$ cat src/rtl/sdram_mon_pkg.sv
`default_nettype none
// ============================================================================
//  Module      : sdram_mon_pkg
//  Description : Shared definitions for the SDRAM power-up sequence monitor:
//                command encodings {cs_n,ras_n,cas_n,we_n}, monitor states,
//                violation codes, default timing constants and small decode
//                helpers.
//  Revision    : 1.0 - initial release
// ============================================================================
package sdram_mon_pkg;

    // Command encodings as seen on {cs_n,ras_n,cas_n,we_n}
    localparam logic [3:0] CMD_NOP  = 4'b0111;
    localparam logic [3:0] CMD_PRE  = 4'b0010;
    localparam logic [3:0] CMD_AREF = 4'b0001;
    localparam logic [3:0] CMD_MRS  = 4'b0000;

    // Default timing, in clock cycles
    localparam logic [14:0] DEF_T_POWER  = 15'd20_000;
    localparam logic [3:0]  DEF_AREF_NUM = 4'd8;
    localparam logic [2:0]  DEF_TRP_NOP  = 3'd2;
    localparam logic [2:0]  DEF_TRC_NOP  = 3'd7;
    localparam logic [2:0]  DEF_TMRD_NOP = 3'd3;

    typedef enum logic [2:0] {
        MON_PWR  = 3'd0,
        MON_TRP  = 3'd1,
        MON_AREF = 3'd2,
        MON_TRC  = 3'd3,
        MON_TMRD = 3'd4,
        MON_DONE = 3'd5,
        MON_ERR  = 3'd6
    } mon_state_t;

    typedef enum logic [2:0] {
        ERR_NONE     = 3'd0,
        ERR_EARLY    = 3'd1,
        ERR_ILLEGAL  = 3'd2,
        ERR_TRP      = 3'd3,
        ERR_TRC      = 3'd4,
        ERR_TMRD     = 3'd5,
        ERR_BAD_MODE = 3'd6
    } mon_err_t;

    // NOP, or deselect (cs_n high) regardless of the other three lines
    function automatic logic cmd_is_idle(input logic [3:0] cmd);
        return cmd[3] || (cmd == CMD_NOP);
    endfunction

    // CAS latency must be 2 or 3; burst lengths 4..6 are reserved encodings
    function automatic logic mode_is_legal(input logic [2:0] bl, input logic [2:0] cas);
        return ((cas == 3'd2) || (cas == 3'd3)) &&
               !((bl == 3'd4) || (bl == 3'd5) || (bl == 3'd6));
    endfunction

endpackage
`default_nettype wire

$ cat src/rtl/sdram_mon_gap_cnt.sv
`default_nettype none
// ============================================================================
//  Module      : sdram_mon_gap_cnt
//  Description : 3-bit idle-gap counter. Cleared when a command is accepted,
//                counts idle cycles afterwards (saturating at 7) and flags
//                when the count has reached the selected minimum.
//  Ports       : sys_clk, sys_rst_n (async, active-low)
//                i_clear  - restart the gap count
//                i_idle   - current command is NOP/deselect
//                i_min    - minimum idle cycles required
//                o_cnt    - current idle count
//                o_ge_min - o_cnt >= i_min
//  Revision    : 1.0 - initial release
// ============================================================================
module sdram_mon_gap_cnt (
    input  logic       sys_clk,
    input  logic       sys_rst_n,
    input  logic       i_clear,
    input  logic       i_idle,
    input  logic [2:0] i_min,
    output logic [2:0] o_cnt,
    output logic       o_ge_min
);

    logic [2:0] r_cnt;

    always_ff @(posedge sys_clk or negedge sys_rst_n) begin
        if (!sys_rst_n) begin
            r_cnt <= 3'd0;
        end else if (i_clear) begin
            r_cnt <= 3'd0;
        end else if (i_idle && (r_cnt != 3'd7)) begin
            r_cnt <= r_cnt + 3'd1;
        end
    end

    assign o_cnt    = r_cnt;
    assign o_ge_min = (r_cnt >= i_min);

endmodule
`default_nettype wire

$ cat src/rtl/sdram_init_monitor.sv
`default_nettype none
// ============================================================================
//  Module      : sdram_init_monitor
//  Description : Passive monitor of the SDRAM power-up command stream. Checks
//                the power-up wait, precharge-all, refresh count, mode
//                register set and inter-command idle gaps; captures the
//                decoded mode register and reports completion or the first
//                violation.
//  Config      : SDRAM_MON_TIMING_CHK_EN - when defined, idle-gap checking
//                after PRE/AREF/MRS is built in (codes 3/4/5). When undefined
//                the next legal command is accepted immediately and
//                init_done rises the cycle after MRS is accepted.
//  Ports       : sys_clk, sys_rst_n (async, active-low)
//                cmd_in[3:0] {cs_n,ras_n,cas_n,we_n}, ba_in[1:0], addr_in[12:0]
//                init_done, aref_cnt[3:0], mr_burst_len[2:0], mr_burst_type,
//                mr_cas_lat[2:0], mr_wr_single, err_valid, err_code[2:0]
//  Revision    : 1.0 - initial release
// ============================================================================
module sdram_init_monitor
    import sdram_mon_pkg::*;
#(
    parameter logic [14:0] T_POWER  = DEF_T_POWER,
    parameter logic [3:0]  AREF_NUM = DEF_AREF_NUM
`ifdef SDRAM_MON_TIMING_CHK_EN
    ,
    parameter logic [2:0]  TRP_NOP  = DEF_TRP_NOP,
    parameter logic [2:0]  TRC_NOP  = DEF_TRC_NOP,
    parameter logic [2:0]  TMRD_NOP = DEF_TMRD_NOP
`endif
) (
    input  logic        sys_clk,
    input  logic        sys_rst_n,
    input  logic [3:0]  cmd_in,
    input  logic [1:0]  ba_in,
    input  logic [12:0] addr_in,
    output logic        init_done,
    output logic [3:0]  aref_cnt,
    output logic [2:0]  mr_burst_len,
    output logic        mr_burst_type,
    output logic [2:0]  mr_cas_lat,
    output logic        mr_wr_single,
    output logic        err_valid,
    output logic [2:0]  err_code
);

    mon_state_t  r_state;
    mon_state_t  w_state_nxt;
    mon_err_t    w_err_nxt;

    logic [14:0] r_cnt_pwr;
    logic [3:0]  r_aref_cnt;
    logic [2:0]  r_mr_bl;
    logic        r_mr_bt;
    logic [2:0]  r_mr_cas;
    logic        r_mr_ws;
    logic        r_err_valid;
    logic [2:0]  r_err_code;

    logic        w_idle;
    logic        w_gap_ge;
    logic        w_tmrd_reach;
    logic        w_aref_phase;
    logic        w_mrs_fmt_ok;
    logic        w_mode_ok;
    logic        w_aref_inc;
    logic        w_mrs_cap;

    assign w_idle = cmd_is_idle(cmd_in);

`ifdef SDRAM_MON_TIMING_CHK_EN
    localparam mon_state_t ST_AFTER_PRE  = MON_TRP;
    localparam mon_state_t ST_AFTER_AREF = MON_TRC;
    localparam mon_state_t ST_AFTER_MRS  = MON_TMRD;

    logic [2:0] w_gap_min;
    logic [2:0] w_gap_cnt;
    logic       w_gap_clear;

    always_comb begin : p_gap_min
        w_gap_min = TMRD_NOP;
        case (r_state)
            MON_TRP: w_gap_min = TRP_NOP;
            MON_TRC: w_gap_min = TRC_NOP;
            default: w_gap_min = TMRD_NOP;
        endcase
    end

    // Every non-idle command that does not error is an accepted command,
    // and every accepted command opens a new idle gap.
    assign w_gap_clear = !w_idle && (w_err_nxt == ERR_NONE);

    sdram_mon_gap_cnt u_gap_cnt (
        .sys_clk   (sys_clk),
        .sys_rst_n (sys_rst_n),
        .i_clear   (w_gap_clear),
        .i_idle    (w_idle),
        .i_min     (w_gap_min),
        .o_cnt     (w_gap_cnt),
        .o_ge_min  (w_gap_ge)
    );

    // The idle being sampled now is the TMRD_NOP-th one, so completion is
    // registered on this edge.
    assign w_tmrd_reach = w_idle && (({1'b0, w_gap_cnt} + 4'd1) >= {1'b0, TMRD_NOP});
`else
    localparam mon_state_t ST_AFTER_PRE  = MON_AREF;
    localparam mon_state_t ST_AFTER_AREF = MON_AREF;
    localparam mon_state_t ST_AFTER_MRS  = MON_DONE;

    assign w_gap_ge     = 1'b1;
    assign w_tmrd_reach = 1'b0;
`endif

    // Refresh/MRS decisions apply in MON_AREF, and in the post-PRE/AREF
    // gap states once their idle gap has been satisfied.
    assign w_aref_phase = !w_idle &&
                          ((r_state == MON_AREF) ||
                           (((r_state == MON_TRP) || (r_state == MON_TRC)) && w_gap_ge));

    assign w_mrs_fmt_ok = (ba_in == 2'b00) && (addr_in[12:10] == 3'b000) &&
                          (addr_in[8:7] == 2'b00) && (r_aref_cnt >= AREF_NUM);

    assign w_mode_ok = mode_is_legal(addr_in[2:0], addr_in[6:4]);

    // ---------------------------------------------------------------- state
    always_ff @(posedge sys_clk or negedge sys_rst_n) begin
        if (!sys_rst_n) begin
            r_state <= MON_PWR;
        end else begin
            r_state <= w_state_nxt;
        end
    end

    // ----------------------------------------------------------- next state
    always_comb begin : p_next_state
        w_state_nxt = r_state;
        w_err_nxt   = ERR_NONE;
        w_aref_inc  = 1'b0;
        w_mrs_cap   = 1'b0;

        case (r_state)
            MON_PWR: begin
                if (!w_idle) begin
                    if (r_cnt_pwr < T_POWER) begin
                        w_err_nxt = ERR_EARLY;
                    end else if ((cmd_in == CMD_PRE) && addr_in[10]) begin
                        w_state_nxt = ST_AFTER_PRE;
                    end else begin
                        w_err_nxt = ERR_ILLEGAL;
                    end
                end
            end
            MON_TRP: begin
                if (!w_idle && !w_gap_ge) begin
                    w_err_nxt = ERR_TRP;
                end
            end
            MON_TRC: begin
                if (!w_idle && !w_gap_ge) begin
                    w_err_nxt = ERR_TRC;
                end
            end
            MON_TMRD: begin
                if (!w_idle && !w_gap_ge) begin
                    w_err_nxt = ERR_TMRD;
                end else if (w_gap_ge || w_tmrd_reach) begin
                    w_state_nxt = MON_DONE;
                end
            end
            default: begin
                // MON_AREF is handled below; MON_DONE and MON_ERR hold.
            end
        endcase

        if (w_aref_phase) begin
            if (cmd_in == CMD_AREF) begin
                w_aref_inc  = 1'b1;
                w_state_nxt = ST_AFTER_AREF;
            end else if ((cmd_in == CMD_MRS) && w_mrs_fmt_ok) begin
                // Fields are captured even when the mode itself is rejected.
                w_mrs_cap = 1'b1;
                if (w_mode_ok) begin
                    w_state_nxt = ST_AFTER_MRS;
                end else begin
                    w_err_nxt = ERR_BAD_MODE;
                end
            end else begin
                w_err_nxt = ERR_ILLEGAL;
            end
        end

        // An erroring command never advances the sequence.
        if (w_err_nxt != ERR_NONE) begin
            w_state_nxt = MON_ERR;
        end
    end

    // -------------------------------------------------------------- outputs
    always_comb begin : p_outputs
        init_done = (r_state == MON_DONE);
        err_valid = r_err_valid;
        err_code  = r_err_code;
    end

    assign aref_cnt      = r_aref_cnt;
    assign mr_burst_len  = r_mr_bl;
    assign mr_burst_type = r_mr_bt;
    assign mr_cas_lat    = r_mr_cas;
    assign mr_wr_single  = r_mr_ws;

    // --------------------------------------------------------- datapath regs
    always_ff @(posedge sys_clk or negedge sys_rst_n) begin
        if (!sys_rst_n) begin
            r_cnt_pwr   <= 15'd0;
            r_aref_cnt  <= 4'd0;
            r_mr_bl     <= 3'd0;
            r_mr_bt     <= 1'b0;
            r_mr_cas    <= 3'd0;
            r_mr_ws     <= 1'b0;
            r_err_valid <= 1'b0;
            r_err_code  <= 3'd0;
        end else begin
            if (r_cnt_pwr != T_POWER) begin
                r_cnt_pwr <= r_cnt_pwr + 15'd1;
            end
            if (w_aref_inc && (r_aref_cnt != 4'd15)) begin
                r_aref_cnt <= r_aref_cnt + 4'd1;
            end
            if (w_mrs_cap) begin
                r_mr_bl  <= addr_in[2:0];
                r_mr_bt  <= addr_in[3];
                r_mr_cas <= addr_in[6:4];
                r_mr_ws  <= addr_in[9];
            end
            // Errors are only raised outside MON_ERR, so this pulses once.
            r_err_valid <= (w_err_nxt != ERR_NONE);
            if ((w_err_nxt != ERR_NONE) && (r_err_code == 3'd0)) begin
                r_err_code <= w_err_nxt;
            end
        end
    end

endmodule
`default_nettype wire
$ cat config.mk
export PLATFORM = sky130hd
export DESIGN_NAME = sdram_init_monitor
export DESIGN_NICKNAME = d
export VERILOG_FILES = /design/src/rtl/sdram_mon_pkg.sv /design/src/rtl/sdram_mon_gap_cnt.sv /design/src/rtl/sdram_init_monitor.sv
export SDC_FILE = /design/constraint.sdc
export NUM_CORES = 1
export LEC_CHECK = 0
export CORE_ASPECT_RATIO = 1.4
export CORE_MARGIN = 2
export CORE_UTILIZATION = 53
export CTS_CLUSTER_DIAMETER = 50
export DETAILED_ROUTE_END_ITERATION = 12
export PLACE_DENSITY = 0.84
export REMOVE_ABC_BUFFERS = 1
export SYNTH_ARGS = -nofsm -noshare
export SYNTH_HDL_FRONTEND = slang
export SYNTH_SLANG_ARGS = --single-unit
$ cat constraint.sdc
create_clock -name sys_clk -period 4 [get_ports sys_clk]
set_input_delay 0.8 -clock sys_clk [delete_from_list [all_inputs] [get_ports sys_clk]]
set_output_delay 0.8 -clock sys_clk [all_outputs]
set_load 0.1 [all_outputs]
Yosys cells after proc, flatten, opt, wreduce, memory -nomap -nowiden
Cells that the tools add are included.
Storage, ports and cells
  bits of input ports: 21
  register bits after elaboration: 34
  output and inout bits: 17
  logic and storage cells: 74
Operators by class
  multiplexer cells: 22
  magnitude comparators: 2
  add/sub/neg operators: 2
  eq/ne operators: 15
  reductions and logical operators: 24
Operator list (number)
  3-bit two-way mux: 13
  15-bit by 1-bit adder with 15-bit output (second input constant): 1
  3-bit equality test (second input constant): 5
  15-bit less-than comparator (second input constant): 1
  15-bit inequality test (second input constant): 1
  3-bit by 2-bit equality test with 1-bit output (second input constant): 4
  1-bit logical AND: 9
  3-bit logical NOT: 3
  1-bit logical OR: 6
  2-bit two-way mux: 3
  3-bit one-hot mux with 2 select lines: 1
  1-bit two-way mux: 5
  4-bit by 1-bit adder with 4-bit output (second input constant): 1
  4-bit by 1-bit equality test with 1-bit output (second input constant): 1
  4-bit by 2-bit equality test with 1-bit output (second input constant): 1
  4-bit by 3-bit equality test with 1-bit output (second input constant): 1
  4-bit greater-or-equal comparator (second input constant): 1
  2-bit logical NOT: 2
  4-bit logical NOT: 1
  4-bit inequality test (second input constant): 1
  3-bit by 1-bit equality test with 1-bit output (second input constant): 1
  3-bit nonzero test: 1
  1-bit logical NOT: 2

Depth between registers and ports, before layout
Gate-level depths: netlist of run 1.
  depth after elaboration: 12
  mapped depth: 6
  gate-level depth less buffers: 6

Worst setup path before layout of run 1
No wires, ideal clock.
  path kind: register to register
  start: register r_aref_cnt[3], in the netlist aref_cnt[3]
  end: register r_mr_bl[0], in the netlist mr_burst_len[0]
  data arrival time: 2140 ps
  path slack: 1734 ps
  cell stages (with the launch flop): 6
  required time: 3875 ps
  setup time: 125 ps
  period minus slack after synthesis: 2266 ps
  buffers on the path: 1
  cell sequence: dfrtp_1 -> nor4b_2 -> nand4_1 -> nor2_1 -> buf_2 -> mux2_2
On the way
  word-level cells in the longest chain between the ends: 6
RTL lines
  start, declared: line sdram_init_monitor.sv:51  | logic [3:0] r_aref_cnt;
  start signal, assigned: line sdram_init_monitor.sv:227  | r_aref_cnt <= r_aref_cnt + 4'd1;
  4-bit greater-or-equal comparator: line sdram_init_monitor.sv:121  | (addr_in[8:7] == 2'b00) && (r_aref_cnt >= AREF_NUM);
  1-bit logical AND: line sdram_init_monitor.sv:121
  1-bit logical AND: line sdram_init_monitor.sv:179  | end else if ((cmd_in == CMD_MRS) && w_mrs_fmt_ok) begin
  1-bit two-way mux: line sdram_init_monitor.sv:179
  1-bit two-way mux: line sdram_init_monitor.sv:176  | if (cmd_in == CMD_AREF) begin
  1-bit two-way mux: line sdram_init_monitor.sv:175  | if (w_aref_phase) begin
  end signal, assigned: line sdram_init_monitor.sv:230  | r_mr_bl <= addr_in[2:0];
  end, declared: line sdram_init_monitor.sv:52  | logic [2:0] r_mr_bl;
No other way between the ends.
A chain may end at the register's enable or synchronous reset.

Final worst setup path of run 1
  start: input cmd_in[2]
  end: register r_state[1]
On the way
  word-level cells in the longest chain between the ends: 12
  elaborated cells on any way between the ends: 27
RTL lines
  start, declared: line sdram_init_monitor.sv:33  | input logic [3:0] cmd_in,
  4-bit by 2-bit equality test with 1-bit output: line sdram_init_monitor.sv:146  | end else if ((cmd_in == CMD_PRE) && addr_in[10]) begin
  1-bit logical AND: line sdram_init_monitor.sv:146
  2-bit two-way mux: line sdram_init_monitor.sv:146
  2-bit two-way mux: line sdram_init_monitor.sv:144  | if (r_cnt_pwr < T_POWER) begin
  2-bit two-way mux: line sdram_init_monitor.sv:143  | if (!w_idle) begin
  3-bit two-way mux
  3-bit two-way mux: line sdram_init_monitor.sv:182  | if (w_mode_ok) begin
  3-bit two-way mux: line sdram_init_monitor.sv:179
  3-bit two-way mux: line sdram_init_monitor.sv:176
  3-bit two-way mux: line sdram_init_monitor.sv:175
  3-bit nonzero test: line sdram_init_monitor.sv:193  | if (w_err_nxt != ERR_NONE) begin
  3-bit two-way mux *: line sdram_init_monitor.sv:193
  net w_state_nxt[1]: line sdram_init_monitor.sv:47  | mon_state_t w_state_nxt;
  end signal, assigned: line sdram_init_monitor.sv:130  | r_state <= w_state_nxt;
  end, declared: line sdram_init_monitor.sv:46  | mon_state_t r_state;
Mark *: on every way through the listed nets, which the timed path passes. The rest lies on a longest branch.

==> results of run 1 <==
## Yosys cell counts (2+ instances only)
| cell | number | area (µm²) |
|---|---|---|
| and3_1 | 4 | 25.0 |
| dfrtp_1 | 34 | 851 |
| ha_1 | 4 | 50.1 |
| inv_1 | 9 | 33.8 |
| mux2_2 | 9 | 101 |
| nand2_1 | 12 | 45.0 |
| nand3_1 | 6 | 30.0 |
| nand4_1 | 5 | 31.3 |
| nand4b_1 | 2 | 17.5 |
| nor2_1 | 8 | 30.0 |
| nor3_1 | 4 | 20.0 |
| nor4_1 | 2 | 12.5 |
| o21ai_0 | 3 | 15.0 |
| xnor2_1 | 13 | 114 |
| xor2_1 | 2 | 17.5 |
## placed cells by master (no fill, tap or decap), types with 2 or more instances in the layout
master and count:
and3_1 4, clkbuf_8 6, clkdlybuf4s50_1 37, dfrtp_1 34, ha_1 4, inv_1 9, mux2_2 9, nand2_1 12
nand3_1 6, nand4_1 5, nand4b_1 2, nor2_1 8, nor3_1 4, nor4_1 2, o21ai_0 3, xnor2_1 13
xor2_1 2
## stage by stage
stage	cells	area, µm²
6_report	224	2130
5_1_grt	224	2130
4_1_cts	224	2130
3_5_place_dp	216	2040
3_3_place_gp	216	2040
2_1_floorplan	141	1620
## power breakdown
| part | internal (mW) | total [mW] | switching (mW) |
|---|---|---|---|
| sequential | 0.367 | 0.396 | 0.0289 |
| combinational | 0.0713 | 0.238 | 0.166 |
| clock | 0.139 | 0.254 | 0.116 |
| total | 0.577 | 0.888 | 0.311 |
## worst paths after layout
kind | startpoint | to | cells after the start
max in group asynchronous | sys_rst_n | r_state[0]$_DFF_PN0_ | 2
setup / recovery | cmd_in[2] | r_state[1]$_DFF_PN0_ | 6
hold reg to reg | err_code[1]$_DFFE_PN0P_ | err_code[0]$_DFFE_PN0P_ | 1
hold / removal | err_code[1]$_DFFE_PN0P_ | err_code[0]$_DFFE_PN0P_ | 1
setup reg to reg | r_state[2]$_DFF_PN0_ | r_state[1]$_DFF_PN0_ | 5
min in group asynchronous | sys_rst_n | mr_burst_len[0]$_DFFE_PN0P_ | 2
## routing by layer
metal / part of all wire / wire length (µm) / global-route usage / vias to the layer above
li1: - / - / - / 596
met1: 0.40 / 1320 / 0.245 / 582
met2: 0.53 / 1740 / 0.368 / 34
met3: 0.040 / 132 / 0.0453 / 9
met4: 0.028 / 91 / 0.132 / 0
met5: 0 / 0 / 0 / -
## logic make-up (layout without fill, tap and decap cells)
family,count (synthesis),count (layout),share of synthesized area
buf+inv,10,55,0.0239
mux,10,10,0.0686
compound gates,18,18,0.101
fa+ha+maj,4,4,0.0308
xor+xnor,15,15,0.0809
simple gates,51,51,0.171
flops,34,34,0.524
## sequential cells by signal, summed over array words and instances (netlist names)
signal,flops
mr_burst_type,1
mr_wr_single,1
err_code,3
r_state,3
mr_cas_lat,3
r_cnt_pwr,15
mr_burst_len,3
err_valid,1
aref_cnt,4
## area by class of cell
cell class | count | area [µm²]
repair buffers | 38 | 378
inverters | 9 | 33.8
flip-flops and latches | 34 | 851
clock inverters | 1 | 5.00
multi-input cells | 98 | 734
well taps | 37 | 46.3
clock buffers | 7 | 86.3
fillers | 196 | 772
==> results by group, run 1 <==
Outcome
  • Run status: finished, final reports clean

Worst setup path
  • CP max stage cell: nor2_1
  • CP Max Fanout: 11
  • WP buf/inv: 1
  • CP required: 4.16 ns
  • Delay-heaviest family, CP: simple AND/OR/NAND/NOR gates
  • CP Class: in2reg
  • Startpoint class of the critical path: input port
  • Critical Path Max Stage Delay: 0.67 ns
  • Worst setup EP type: flop
  • Reg-to-reg slack, setup: approximately 1.7 ns
  • WP data arrival: 3.01 ns
  • Critical path, cell by cell: clkdlybuf4s50_1, a311oi_2, o21ai_2, nor2_1, a21oi_1, or3_1

Die
  • Die X: 50.8 µm
  • Core ar.: roughly 0.0029 mm²
  • IO Pins: 38
  • Die Ht: 69.5 µm
  • Initial core utilization: 0.559
  • Die ar.: 0.00353 mm²
  • # rows: 23

Layout
  • Area delta synth->final: 31.4%
  • NumNets Final: 211
  • Layout cells sized above 1: 0.123
  • Layout Utilization: 0.734
  • Antenna diode instance count: 0

Synth
  • Synth Flop Type: dfrtp_1
  • Syn. warnings: 0
  • FF+latch count, synth: 34
  • Mapped cell area: 0.00162 mm²
  • Syn Inst Count: 142
  • Asr flop ratio synth: 1.00
  • Post-synth EDFFs: 0
  • Seq/Total Area, Yosys: 0.524
  • Syn Area/Cell: 11.4 µm²
  • Library cells used by synthesis: 40

Clocking
  • Post-CTS Resized: 0
  • Setup repair bufs after CTS: 0
  • Root buf cell: clkbuf_8
  • Latest clock arrival within the worst-skew pair: 0.28 ns
  • Clock tree sinks: 34
  • CTS H-tree lvls: 2
  • Clock tree buffer depth: 2
  • Num CTS Buffers: 5
  • Hold Buf Count CTS: 0
  • CTS tree: built
  • Clock-pin slew on the worst setup and hold paths: 0.06 ns

Timing
  • Max_slew headroom: 0.340
  • Worst-Margin Slew: 0.987 ns
  • Final setup vio count: 0
  • Hold slack: 0.493 ns
  • Final TNS setup: 0 ns
  • Unrepaired setup endpoints after global routing: no
  • Hold Vio Cnt, Final: 0
  • Clock Skew: between 0.004 and 0.005 ns
  • Fin crit period: 2.85 ns
  • Slew Viols, Final: 0
  • Fmax: roughly 350 MHz
  • Final worst slack: between 1 and 1.5 ns
  • Tcrit/Tclk final: 0.713

Drt
  • Drc violations: 0
  • Routed WL: around 3300 µm
  • ANT nets after route: 0
  • Via count: 1221
  • DR pass1 iterations: 4
  • Vias/cell: ~5.5
  • 1st-iter DRT viols: 22
  • WL per Instance: around 15 µm

Placement
  • Post-place setup slack: 0.884 ns
  • Detailed Place HPWL: roughly 2500 µm
  • I/O Buffers: 37
  • Placer congestion estimate: 0.875

Pwr
  • Worst VDD drop: 341 µV
  • Total Power: 0.888 mW
  • Pwr dens: 416 mW/mm²
  • P_leak: between 0.9 and 1 nW

GRT
  • Initial antenna violation count: 0
  • GRT Total Usage: 0.218
  • GRT overflow: 0
  • Vias in the first global route: 1302
  • First-pass GRT wire length: 5710 µm
  • Largest net degree at the start of global routing: 35

Worst hold path
  • Class of the worst hold path: reg2reg

Run
  • Max-cap viol count: 0
Note: power is estimated with default switching activity, not from simulation.
==> run 2: changes to the inputs <==
Settings changed: CORE_UTILIZATION 53 to 49, PLACE_DENSITY 0.84 to 0.79.
Clock period 4 ns to 2.74 ns, I/O delays scaled along.
==> run 2 against run 1 <==
Non-clock buffer count up 1. Highest routed layer unchanged. Register-to-register slack worse by 0.87 ns. Sequential power up 46%. Combinational power up 43%. Hold slack better by 0.014 ns. Sequential cell count unchanged.
==> results by group, run 2 (synthesis gave the netlist of run 1 again) <==
Outcome
  • Run status: finished, final reports clean

Timing
  • Final TNS setup: 0 ns (unchanged)
  • Hold Vio Cnt, Final: 0 (unchanged)
  • Final setup vio count: 0 (unchanged)
  • Fmax: 456 MHz
  • Clock Skew: 0.00593 ns (+0.000998 ns)
  • Max_slew headroom: 0.685 (+0.345)
  • Fin crit period: 2.19 ns
  • Unrepaired setup endpoints after global routing: no
  • Slew Viols, Final: 0 (unchanged)
  • Tcrit/Tclk final: 0.800
  • Worst-Margin Slew: 0.469 ns (-0.518 ns)

Die
  • IO Pins: 38 (unchanged)
  • Initial core utilization: 0.515 (-0.0437)
  • Die Ht: 72.1 µm (+3.8%)
  • Die ar.: 0.00380 mm² (+7.6%)
  • Die X: 52.7 µm (+3.7%)
  • Core ar.: 0.00315 mm² (+8.5%)
  • # rows: 24 (+4.3%)

Layout
  • Antenna diode instance count: 0 (unchanged)
  • NumNets Final: 212 (+0.47%)
  • Max reg flops: 15 (unchanged)
  • Biggest register: r_cnt_pwr
  • Layout cells sized above 1: 0.218 (+0.0951)
  • Most frequent cells in the layout: dfrtp_1 (34), clkdlybuf4s50_1 (20), buf_4 (19)
  • Area delta synth->final: 29.4%
  • Commonest non-fill, non-tap cell in the layout: dfrtp_1

Worst hold path
  • Class of the worst hold path: reg2reg

Placement
  • Detailed Place HPWL: 2470 µm (-1.9%)
  • Placer congestion estimate: 0.814 (-7.0%)
  • I/O Buffers: 37 (unchanged)

Drt
  • ANT nets after route: 0 (unchanged)
  • Vias/cell: 5.52 (+1.2%)
  • 1st-iter DRT viols: 35 (+59%)
  • Via count: 1252 (+2.5%)
  • Routed WL: 3320 µm (+1.4%)
  • Drc violations: 0 (unchanged)
  • WL per Instance: 14.6 µm (about the same)
  • DR pass1 iterations: 4 (unchanged)

Clocking
  • Clock tree buffer depth: 2 (unchanged)
  • Hold Buf Count CTS: 0 (unchanged)
  • Latest clock arrival within the worst-skew pair: 0.29 ns (about the same)
  • Post-CTS Resized: 0 (unchanged)
  • Setup repair bufs after CTS: 0 (unchanged)
  • Clock-pin slew on the worst setup and hold paths: 0.07 ns (about the same)
  • Root buf cell: clkbuf_8
  • Num CTS Buffers: 5 (unchanged)
  • CTS H-tree lvls: 2 (unchanged)
  • CTS tree: built
  • Clock tree sinks: 34 (unchanged)

GRT
  • Largest net degree at the start of global routing: 35 (unchanged)
  • Vias in the first global route: 1296 (-0.46%)
  • GRT overflow: 0 (unchanged)
  • Initial antenna violation count: 0 (unchanged)
  • GRT Total Usage: 0.207 (-0.0113)
  • First-pass GRT wire length: 5640 µm (-1.2%)

Worst setup path
  • CP max stage cell: clkdlybuf4s50_1
  • Delay-heaviest family, CP: buffers and inverters
  • Worst setup EP type: flop
  • Critical Path Max Stage Delay: 0.45 ns (-0.22 ns)
  • Startpoint class of the critical path: input port
  • WP data arrival: 2.36 ns (-0.65 ns)
  • CP required: 2.91 ns (-1.25 ns)
  • CP Max Fanout: 9 (-2)
  • Critical path, cell by cell: clkdlybuf4s50_1, a311oi_2, o21ai_2, nor2_1, buf_4, mux2_2
  • CP Class: in2reg
  • WP buf/inv: 2 (+1)

Pwr
  • Worst VDD drop: 520 µV (+52%)
  • P_leak: 0.960 nW (+3.4%)
  • Total Power: 1.30 mW (+46%)
  • Pwr dens: 617 mW/mm² (+48%)

Run
  • Max-cap viol count: 0 (unchanged)
-- run 2: changes by cell type in the layout (fill, tap and decap cells not counted) --
cell             previous run  this run
clkdlybuf4s50_1            37        20
buf_4                       1        19
-- run 2: final timing paths --
path | startpoint | end | slack, ns | cells after the start
max reg2reg | r_state[2]$_DFF_PN0_ | mr_wr_single$_DFFE_PN0P_ | 0.86 | 5
max | cmd_in[2] | mr_wr_single$_DFFE_PN0P_ | 0.55 | 6
min reg2reg | err_code[0]$_DFFE_PN0P_ | err_code[1]$_DFFE_PN0P_ | 0.51 | 1
min | err_code[0]$_DFFE_PN0P_ | err_code[1]$_DFFE_PN0P_ | 0.51 | 1
min in group asynchronous | sys_rst_n | mr_burst_len[0]$_DFFE_PN0P_ | 0.66 | 2
max in group asynchronous | sys_rst_n | aref_cnt[0]$_DFFE_PN0P_ | 1.78 | 2
-- run 2: cell type report --
| cell class | count | area (µm²) |
|---|---|---|
| repair buffers | 39 | 343 |
| inverters | 9 | 33.8 |
| multi-input cells | 98 | 734 |
| flip-flops and latches | 34 | 851 |
| well taps | 39 | 48.8 |
| clock inverters | 1 | 5.00 |
| clock buffers | 7 | 86.3 |
| fillers | 252 | 1050 |
-- run 2: power breakdown --
group / internal [mW] / leakage [nW] / switching, mW
clock: 0.202 / 0.0482 / 0.178
combinational: 0.0960 / 0.483 / 0.244
sequential: 0.536 / 0.429 / 0.0416
-- run 2: metal layers --
| layer | vias up | track usage | routed length (µm) |
|---|---|---|---|
| li1 | 595 | - | - |
| met1 | 615 | 0.234 | 1340 |
| met2 | 37 | 0.347 | 1730 |
| met3 | 5 | 0.0576 | 194 |
| met4 | 0 | 0.108 | 63 |
| met5 | - | 0 | 0 |
-- run 2: metrics by stage --
step / hold slack [ns] / worst slack (ns) / instance area (µm²) / cells / util
2_1_floorplan: 0.252 / 0.189 / 1620 / 141 / -
3_3_place_gp: 0.479 / 0.318 / 2010 / 219 / 0.638
3_5_place_dp: 0.494 / 0.291 / 2010 / 219 / 0.638
4_1_cts: 0.505 / 0.587 / 2100 / 227 / 0.667
5_1_grt: 0.519 / 0.464 / 2100 / 227 / 0.667
6_report: 0.507 / 0.549 / 2100 / 227 / 0.667
